## config.mk

```make
export PLATFORM = sky130hd
export DESIGN_NAME = player_motion_ctrl
export DESIGN_NICKNAME = d
export VERILOG_FILES = /design/src/rtl/player_motion_ctrl.sv
export SDC_FILE = /design/constraint.sdc
export NUM_CORES = 1
export LEC_CHECK = 0
export CAP_MARGIN = 20
export CORE_UTILIZATION = 25
export CTS_BUF_LIST = sky130_fd_sc_hd__clkbuf_4 sky130_fd_sc_hd__clkbuf_8
export DETAILED_ROUTE_END_ITERATION = 7
export SLEW_MARGIN = 10
export SYNTH_ARGS = -nofsm -noshare
export SYNTH_HDL_FRONTEND = slang
export SYNTH_SLANG_ARGS = --single-unit
```

## constraint.sdc

```tcl
create_clock -name clock -period 2.4 [get_ports clock]
set_input_delay 0.36 -clock clock [delete_from_list [all_inputs] [get_ports clock]]
set_output_delay 0.36 -clock clock [all_outputs]
set_load 0.02 [all_outputs]
```

## src/rtl/player_motion_ctrl.sv

```systemverilog
// Per-player motion controller for the grid arena.
// Turns debounced direction/bomb levels into a bounded grid position, a facing
// direction and a movement state. Moves are rate-limited in game ticks, a stun
// pulse locks the player out for a fixed number of ticks, and a bomb press
// raises a request (with the latched cell) that is held until acknowledged.
//
// Ports:
//   clock, reset             system clock, asynchronous active-high reset
//   tick                     one-clock game-rate enable
//   dir_left/right/up/down   held direction levels (left > right > up > down)
//   bomb_btn                 bomb button level, rising edge detected on clock
//   stun_hit                 one-cycle stun pulse
//   bomb_ack                 board accepted the pending bomb request
//   bomb_req, bomb_x/y       bomb request and the cell latched at request time
//   pos_x, pos_y             current cell
//   facing                   0 left, 1 right, 2 up, 3 down
//   state                    0 idle, 1..4 moving L/R/U/D, 5 stunned
//   anim                     {bomb_req, state}
module player_motion_ctrl #(
  parameter int unsigned GRID_W        = 16,
  parameter int unsigned GRID_H        = 16,
  parameter int unsigned COORD_W       = 6,
  parameter int unsigned START_X       = 0,
  parameter int unsigned START_Y       = 0,
  parameter int unsigned MOVE_COOLDOWN = 3,
  parameter int unsigned STUN_TICKS    = 32
) (
  input  logic               clock,
  input  logic               reset,
  input  logic               tick,
  input  logic               dir_left,
  input  logic               dir_right,
  input  logic               dir_up,
  input  logic               dir_down,
  input  logic               bomb_btn,
  input  logic               stun_hit,
  input  logic               bomb_ack,
  output logic               bomb_req,
  output logic [COORD_W-1:0] bomb_x,
  output logic [COORD_W-1:0] bomb_y,
  output logic [COORD_W-1:0] pos_x,
  output logic [COORD_W-1:0] pos_y,
  output logic [1:0]         facing,
  output logic [2:0]         state,
  output logic [3:0]         anim
);

  localparam int unsigned CoolW = (MOVE_COOLDOWN > 0) ? $clog2(MOVE_COOLDOWN + 1) : 1;
  localparam int unsigned StunW = $clog2(STUN_TICKS + 1);

  localparam logic [COORD_W-1:0] MaxX = COORD_W'(GRID_W - 1);
  localparam logic [COORD_W-1:0] MaxY = COORD_W'(GRID_H - 1);

  localparam logic [1:0] FaceLeft  = 2'd0;
  localparam logic [1:0] FaceRight = 2'd1;
  localparam logic [1:0] FaceUp    = 2'd2;
  localparam logic [1:0] FaceDown  = 2'd3;

  typedef enum logic [2:0] {
    StStationary = 3'd0,
    StMoveLeft   = 3'd1,
    StMoveRight  = 3'd2,
    StMoveUp     = 3'd3,
    StMoveDown   = 3'd4,
    StStunned    = 3'd5
  } state_e;

  state_e             state_q, state_d;
  logic [COORD_W-1:0] pos_x_q, pos_x_d, pos_y_q, pos_y_d;
  logic [COORD_W-1:0] bomb_x_q, bomb_x_d, bomb_y_q, bomb_y_d;
  logic [1:0]         facing_q, facing_d;
  logic               bomb_req_q, bomb_req_d;
  logic [3:0]         anim_q, anim_d;
  logic [CoolW-1:0]   cool_q, cool_d;
  logic [StunW-1:0]   stun_q, stun_d;
  logic               btn_q;

  logic       btn_rise;
  logic       dir_valid;
  logic [1:0] dir_sel;

  always_comb begin
    state_d    = state_q;
    pos_x_d    = pos_x_q;
    pos_y_d    = pos_y_q;
    bomb_x_d   = bomb_x_q;
    bomb_y_d   = bomb_y_q;
    facing_d   = facing_q;
    bomb_req_d = bomb_req_q;
    cool_d     = cool_q;
    stun_d     = stun_q;
    btn_rise   = bomb_btn & ~btn_q;
    dir_valid  = 1'b1;
    dir_sel    = FaceLeft;

    if (dir_left) begin
      dir_sel = FaceLeft;
    end else if (dir_right) begin
      dir_sel = FaceRight;
    end else if (dir_up) begin
      dir_sel = FaceUp;
    end else if (dir_down) begin
      dir_sel = FaceDown;
    end else begin
      dir_valid = 1'b0;
    end

    // Stun wins over any tick on the same cycle; re-hits while stunned are ignored.
    if (stun_hit && (state_q != StStunned)) begin
      state_d = StStunned;
      stun_d  = StunW'(STUN_TICKS);
      cool_d  = '0;
    end else if (state_q == StStunned) begin
      if (tick) begin
        stun_d = stun_q - StunW'(1);
        if (stun_q == StunW'(1)) begin
          state_d = StStationary;
        end
      end
    end else if (tick) begin
      if (dir_valid) begin
        facing_d = dir_sel;
        unique case (dir_sel)
          FaceLeft:  state_d = StMoveLeft;
          FaceRight: state_d = StMoveRight;
          FaceUp:    state_d = StMoveUp;
          default:   state_d = StMoveDown;
        endcase
      end else begin
        state_d = StStationary;
      end

      if (cool_q != '0) begin
        cool_d = cool_q - CoolW'(1);
      end else if (dir_valid) begin
        // A wall-blocked attempt still costs a cooldown period.
        cool_d = CoolW'(MOVE_COOLDOWN);
        // Up decreases Y (row 0 is the top of the board).
        unique case (dir_sel)
          FaceLeft:  if (pos_x_q != '0)  pos_x_d = pos_x_q - COORD_W'(1);
          FaceRight: if (pos_x_q != MaxX) pos_x_d = pos_x_q + COORD_W'(1);
          FaceUp:    if (pos_y_q != '0)  pos_y_d = pos_y_q - COORD_W'(1);
          default:   if (pos_y_q != MaxY) pos_y_d = pos_y_q + COORD_W'(1);
        endcase
      end
    end

    // A pending request is never dropped by a stun; new presses need idle, unstunned.
    if (bomb_req_q) begin
      if (bomb_ack) begin
        bomb_req_d = 1'b0;
      end
    end else if (btn_rise && (state_q != StStunned) && !stun_hit) begin
      bomb_req_d = 1'b1;
      bomb_x_d   = pos_x_q;
      bomb_y_d   = pos_y_q;
    end

    anim_d = {bomb_req_d, state_d};
  end

  always_ff @(posedge clock or posedge reset) begin
    if (reset) begin
      state_q    <= StStationary;
      pos_x_q    <= COORD_W'(START_X);
      pos_y_q    <= COORD_W'(START_Y);
      bomb_x_q   <= '0;
      bomb_y_q   <= '0;
      facing_q   <= FaceDown;
      bomb_req_q <= 1'b0;
      anim_q     <= '0;
      cool_q     <= '0;
      stun_q     <= '0;
      btn_q      <= 1'b0;
    end else begin
      state_q    <= state_d;
      pos_x_q    <= pos_x_d;
      pos_y_q    <= pos_y_d;
      bomb_x_q   <= bomb_x_d;
      bomb_y_q   <= bomb_y_d;
      facing_q   <= facing_d;
      bomb_req_q <= bomb_req_d;
      anim_q     <= anim_d;
      cool_q     <= cool_d;
      stun_q     <= stun_d;
      btn_q      <= bomb_btn;
    end
  end

  assign bomb_req = bomb_req_q;
  assign bomb_x   = bomb_x_q;
  assign bomb_y   = bomb_y_q;
  assign pos_x    = pos_x_q;
  assign pos_y    = pos_y_q;
  assign facing   = facing_q;
  assign state    = state_q;
  assign anim     = anim_q;

endmodule

```

; Word level (Yosys, flattened, before mapping)
; Cells that the tools add are included.
[classes]
addsub = 6
n_eq_ne = 11
mux = 32
n_bitwise = 7
reduce_logical = 20
[ops]
columns = cell, n
row1 = two-way mux 6 bit, 7
row2 = one-hot mux 6 bit (2 select lines), 2
row3 = two-way mux 2 bit, 9
row4 = two-way mux 3 bit, 6
row5 = "subtractor 6 x 1 -> 6 bit, second input constant", 3
row6 = AND reduction 8 bit, 2
row7 = "adder 6 x 1 -> 6 bit, second input constant", 2
row8 = "inequality test 6 x 4 -> 1 bit, second input constant", 2
row9 = nonzero test 6 bit, 2
row10 = nonzero test 2 bit, 5
row11 = one-hot mux 3 bit (3 select lines), 1
row12 = "inequality test 2 bit, second input constant", 4
row13 = two-way mux 1 bit, 7
row14 = "== test 6 x 1 -> 1 bit, second input constant", 1
row15 = inverter 1 bit, 6
row16 = AND reduction 2 bit, 2
row17 = AND reduction 4 bit, 1
row18 = "== test 3 bit, second input constant", 1
row19 = logical AND 1 bit, 3
row20 = "inequality test 3 bit, second input constant", 1
row21 = AND reduction 3 bit, 1
row22 = nonzero test 3 bit, 1
row23 = "== test 2 x 1 -> 1 bit, second input constant", 1
row24 = "== test 2 bit, second input constant", 1
row25 = 5 further kinds, 5
[totals]
reg_bits = 43
out_inout_bits = 34
elab_cells = 87

; Depth between registers and ports, before layout
[logic_depth]
depth_word = 10
depth_mapped = 12
mapped_depth_nobuf = 12

; Least setup slack after synthesis
; No wires, ideal clock.
[synth_timing]
kind = input to register
start = in dir_right
end = reg pos_y_q[5] (netlist: pos_y[5])
t_arrival_ps = 2317
setup_slack_ps = -42
path_stages = 8
path_buffers = 0
cell_sequence = nor3_1 > ha_1 > ha_1 > a211oi_1 > o21bai_1 > a21oi_1 > mux2_2 > mux2_2
[synth_via]
elab_chain_cells = 6
word_cells_on_any_way = 13
[synth_rtl]
columns = element, line_no
row1 = from (decl), 32  ; input logic dir_right,
row2 = two-way mux 2 bit, 98  ; end else if (dir_right) begin
row3 = two-way mux 2 bit, 96  ; if (dir_left) begin
row4 = == test 2 x 1 -> 1 bit or logical NOT 2 bit (tied branches), 139  ; unique case (dir_sel)
row5 = OR reduction 2 bit (no source line), --
row6 = inverter 1 bit (no source line), --
row7 = AND reduction 8 bit (no source line), --
row8 = to (signal assigned), 166  ; pos_y_q <= COORD_W'(START_Y);
row9 = to (signal assigned), 178  ; pos_y_q <= pos_y_d;
row10 = to (decl), 69  ; logic [COORD_W-1:0] pos_x_q, pos_x_d, pos_y_q, pos_y_d;
; Parallel ways exist; a longest one is shown, timed or not.
; A chain may end at the register's enable or synchronous reset.

; Worst setup path in the final report
[layout_timing]
start = in dir_up
end = reg pos_y_q[5] (netlist: pos_y[5])
[layout_via]
elab_chain_cells = 7
word_cells_on_any_way = 15
[layout_rtl]
columns = element, line_no
row1 = from (decl), 33  ; input logic dir_up,
row2 = two-way mux 2 bit *, 100  ; end else if (dir_up) begin
row3 = two-way mux 2 bit *, 98
row4 = two-way mux 2 bit *, 96
row5 = named net dir_sel[0], 80  ; logic [1:0] dir_sel;
row6 = == test 2 x 1 -> 1 bit or logical NOT 2 bit (tied branches), 139
row7 = OR reduction 2 bit (no source line), --
row8 = inverter 1 bit (no source line), --
row9 = AND reduction 8 bit (no source line), --
; Mark *: on every way through the listed nets, which the timed path passes. The rest lies on a longest branch.

==> key figures <==
Clock network
  – Clock transition at path regs: approximately 80 ps
  – TritonCTS buffer count: 5
  – TritonCTS clock tree: yes
  – CTS Root Cell: clkbuf_8
  – Clk_lat worst skew: ~290 ps
  – CTS H-Tree Depth: 2
  – Bufs on Longest Clock Path: 2
  – Post-CTS Hold Fix Bufs: 0
  – Clk sinks: 39

Synth
  – Async SR Flop Fraction: 100.0%
  – Dominant cells by area after synthesis: dfrtp_1, ha_1, mux2_2, o21ai_0, xnor2_1
  – Sequential area share after synthesis: between 40 and 50%
  – Number of synthesis warnings: 0
  – EDFF count, synth: 0
  – Cell count after synthesis: ~210
  – Top FF cell, synth: dfrtp_1
  – Number of synthesized register bits: 39
  – Area share of the largest cell type after synthesis: between 40% and 50%
  – Synth Net Count: approximately 230
  – Synth cell types: 45
  – Dominant cell type by area after synthesis: dfrtp_1
  – Synth Cell Area: ~2200 sq um
  – Count leader, synth: dfrtp_1
  – Synth top cells by count: dfrtp_1, inv_1, mux2_2, o21ai_0
  – Syn avg cell area: between 10 and 15 sq um

Die
  – Chip Height: between 90 and 100 microns
  – Die area: about 9100 sq um
  – Initial Util: 26.12%
  – CORE AREA: between 8000 and 9000 sq um
  – Row count: 33
  – Die X: approximately 95 microns
  – I/O Pins: 44

Layout
  – Layout area overhead: 46.01%
  – Register Area: 978.4 sq um
  – Layout cells sized above 1: 30.24%
  – # diodes: 0
  – Post-layout nets: 317
  – Fin cells: approximately 400
  – Layout Utilization: 38.13%
  – Multi-input gate area: roughly 1200 sq um
  – Fillcell total: 830

Timing
  – RSZ-0062 raised after global routing: true
  – Post-route clock period utilization: 97.01%
  – Final setup vio count: 0
  – Final Max Tran Viols: 0
  – Min Tclk post-route: roughly 2300 ps
  – Slew @ Worst Pin: ~560 ps
  – Fin. Hold Viols: 0
  – Rel. slew slack: slightly above 60%
  – Fmax: about 430 MHz
  – Layout Skew: just over 8 ps

Detailed routing
  – Drt first-iter violations: just under 50
  – Via count: between 1,500 and 2,000
  – Routed len/inst: roughly 13 microns
  – Final ANT Viol Nets: 0
  – DRT Wirelength: between 5 and 6 mm
  – DRT Pass-1 Iters: 4
  – Vias per cell: 4.535
  – DRC: 0

Global routing
  – Initial antenna violation count: 0
  – Grt ovf: 0
  – GRT Util Overall: 12.27%
  – Vias in the first global route: between 1,500 and 2,000
  – Global-route wire length before repair: between 8 and 9 mm
  – Largest net degree at the start of global routing: 40

Critical path
  – Type of the worst setup path: input pin to register
  – R2R depth: 5
  – WP data arrival: around 2500 ps
  – Reg2reg end: pos_y[3]
  – Worst reg2reg startpoint: pos_y[1]
  – Setup crit end kind: register
  – Worst EP required: ~2600 ps
  – Reg2reg setup slack: about 430 ps
  – Crit path launch type: input pin
  – Critical path peak fanout: 5

Placement
  – DP Cell Count: 382
  – Port Buf Inserts: between 40 and 50
  – Post-DP HPWL: 3.790 mm
  – GPL Wtd Cong: approximately 0.76

Flow run
  – MaxCap Viol Count: 0

Power
  – Worst VDD drop: between 500 and 600 uV
  – Power Dens Cells: between 1000 and 1500 nW/um^2
  – Leakage power: between 0.001 and 0.0015 uW

Hold path
  – Hold Crit Class: input pin to asynchronous set/reset pin

Run status
  – Status: completed
-- per-stage QoR --
stage          setup slack [ps]  TNS (ps)  hold WS (ps)  total power, uW  area [sq um]
2_1_floorplan             13.68         0         391.4             2258          2186
3_3_place_gp             -617.8     -5597         466.9             3040          2957
3_5_place_dp             -632.1     -5858         481.8             3081          2957
4_1_cts                   20.13         0         500.2             3584          3104
5_1_grt                  -71.02    -173.8         526.5             3876          3181
6_report                  71.72         0         490.0             3583          3181
-- flip-flops by register name (all words and copies together), names as in the netlist --
| name | count |
|---|---|
| stun_q | 6 |
| btn_q | 1 |
| pos_y | 6 |
| pos_x | 6 |
| bomb_y | 6 |
| anim | 4 |
| facing | 2 |
| bomb_x | 6 |
| cool_q | 2 |
-- placed cells by master (no fill, tap or decap), drive strengths merged, types with 2 or more instances in the layout --
cell | netlist | routed
buf | 6 | 41
clkdlybuf4s50 | 0 | 39
dfrtp | 37 | 37
inv | 16 | 17
mux2 | 16 | 16
o21ai | 16 | 16
nor2 | 15 | 15
ha | 15 | 15
nand2 | 12 | 12
a21oi | 10 | 10
xnor2 | 7 | 7
clkbuf | 2 | 6
nand4 | 5 | 5
xor2 | 4 | 4
dlygate4sd2 | 0 | 4
a211oi | 4 | 4
a21o | 4 | 4
nor4 | 3 | 3
nand3 | 3 | 3
a221o | 2 | 2
nor2b | 2 | 2
mux2i | 2 | 2
o22ai | 2 | 2
fa | 2 | 2
dfstp | 2 | 2
or4 | 2 | 2
nor3 | 2 | 2
or2 | 2 | 2
-- layer usage --
layer	routed length (microns)	global-route usage, %	vias up	share of wire [%]
met5	0	0	-	0
met4	47	4.167	0	0.91
met3	256	2.233	2	5.0
met2	2494	20.06	51	48
met1	2348	16.23	850	46
li1	-	-	893	-
-- worst max-delay path by stage --
stage | from | cells after the start | end | slack, ps
floorplan | dir_up | 10 | pos_y[3] | 10
global placement | dir_down | 9 | pos_y[3] | -620
detailed placement | dir_down | 11 | pos_y[5] | -630
CTS | dir_up | 13 | pos_y[5] | 20
global route | dir_up | 11 | pos_x[5] | -70
finish | dir_up | 12 | pos_y[5] | 70
-- timing repair --
action	in CTS	in global routing
setup endpoints to repair	11	8
pin swaps	5	10
buffers inserted	2	4
gates resized for setup	15	12
-- critical path: stages --
cell	delay [ps]
dlygate4sd2_1	250
inv_1	50
a21oi_1	60
nor2_2	200
inv_2	80
ha_4	190
buf_4	150
buf_4	130
ha_1	300
a21oi_2	150
mux2_4	310
mux2_2	270
-- power by group --
part	total, uW	internal [uW]	switching, uW
Clock	451	215	237
Sequential	1210	933	282
Combinational	1920	1000	915
Total	3580	2150	1430
-- kinds of logic after synthesis --
logic type / Yosys count / share of synthesized area (%)
compound gates: 45 / 13.61
xor+xnor: 11 / 4.423
fa+ha+maj: 17 / 10.45
buf+inv: 25 / 5.399
flops: 39 / 44.92
mux: 18 / 9.190
simple gates: 52 / 12.01
-- final cells by class --
class | count | area share, %
flip-flops and latches | 39 | 30.76
inverters | 17 | 2.085
well taps | 105 | 4.131
repair buffers | 84 | 23.05
clock buffers | 6 | 2.400
clock inverters | 2 | 0.3934
multi-input cells | 143 | 37.18
Power figures use the tool's default switching activity.
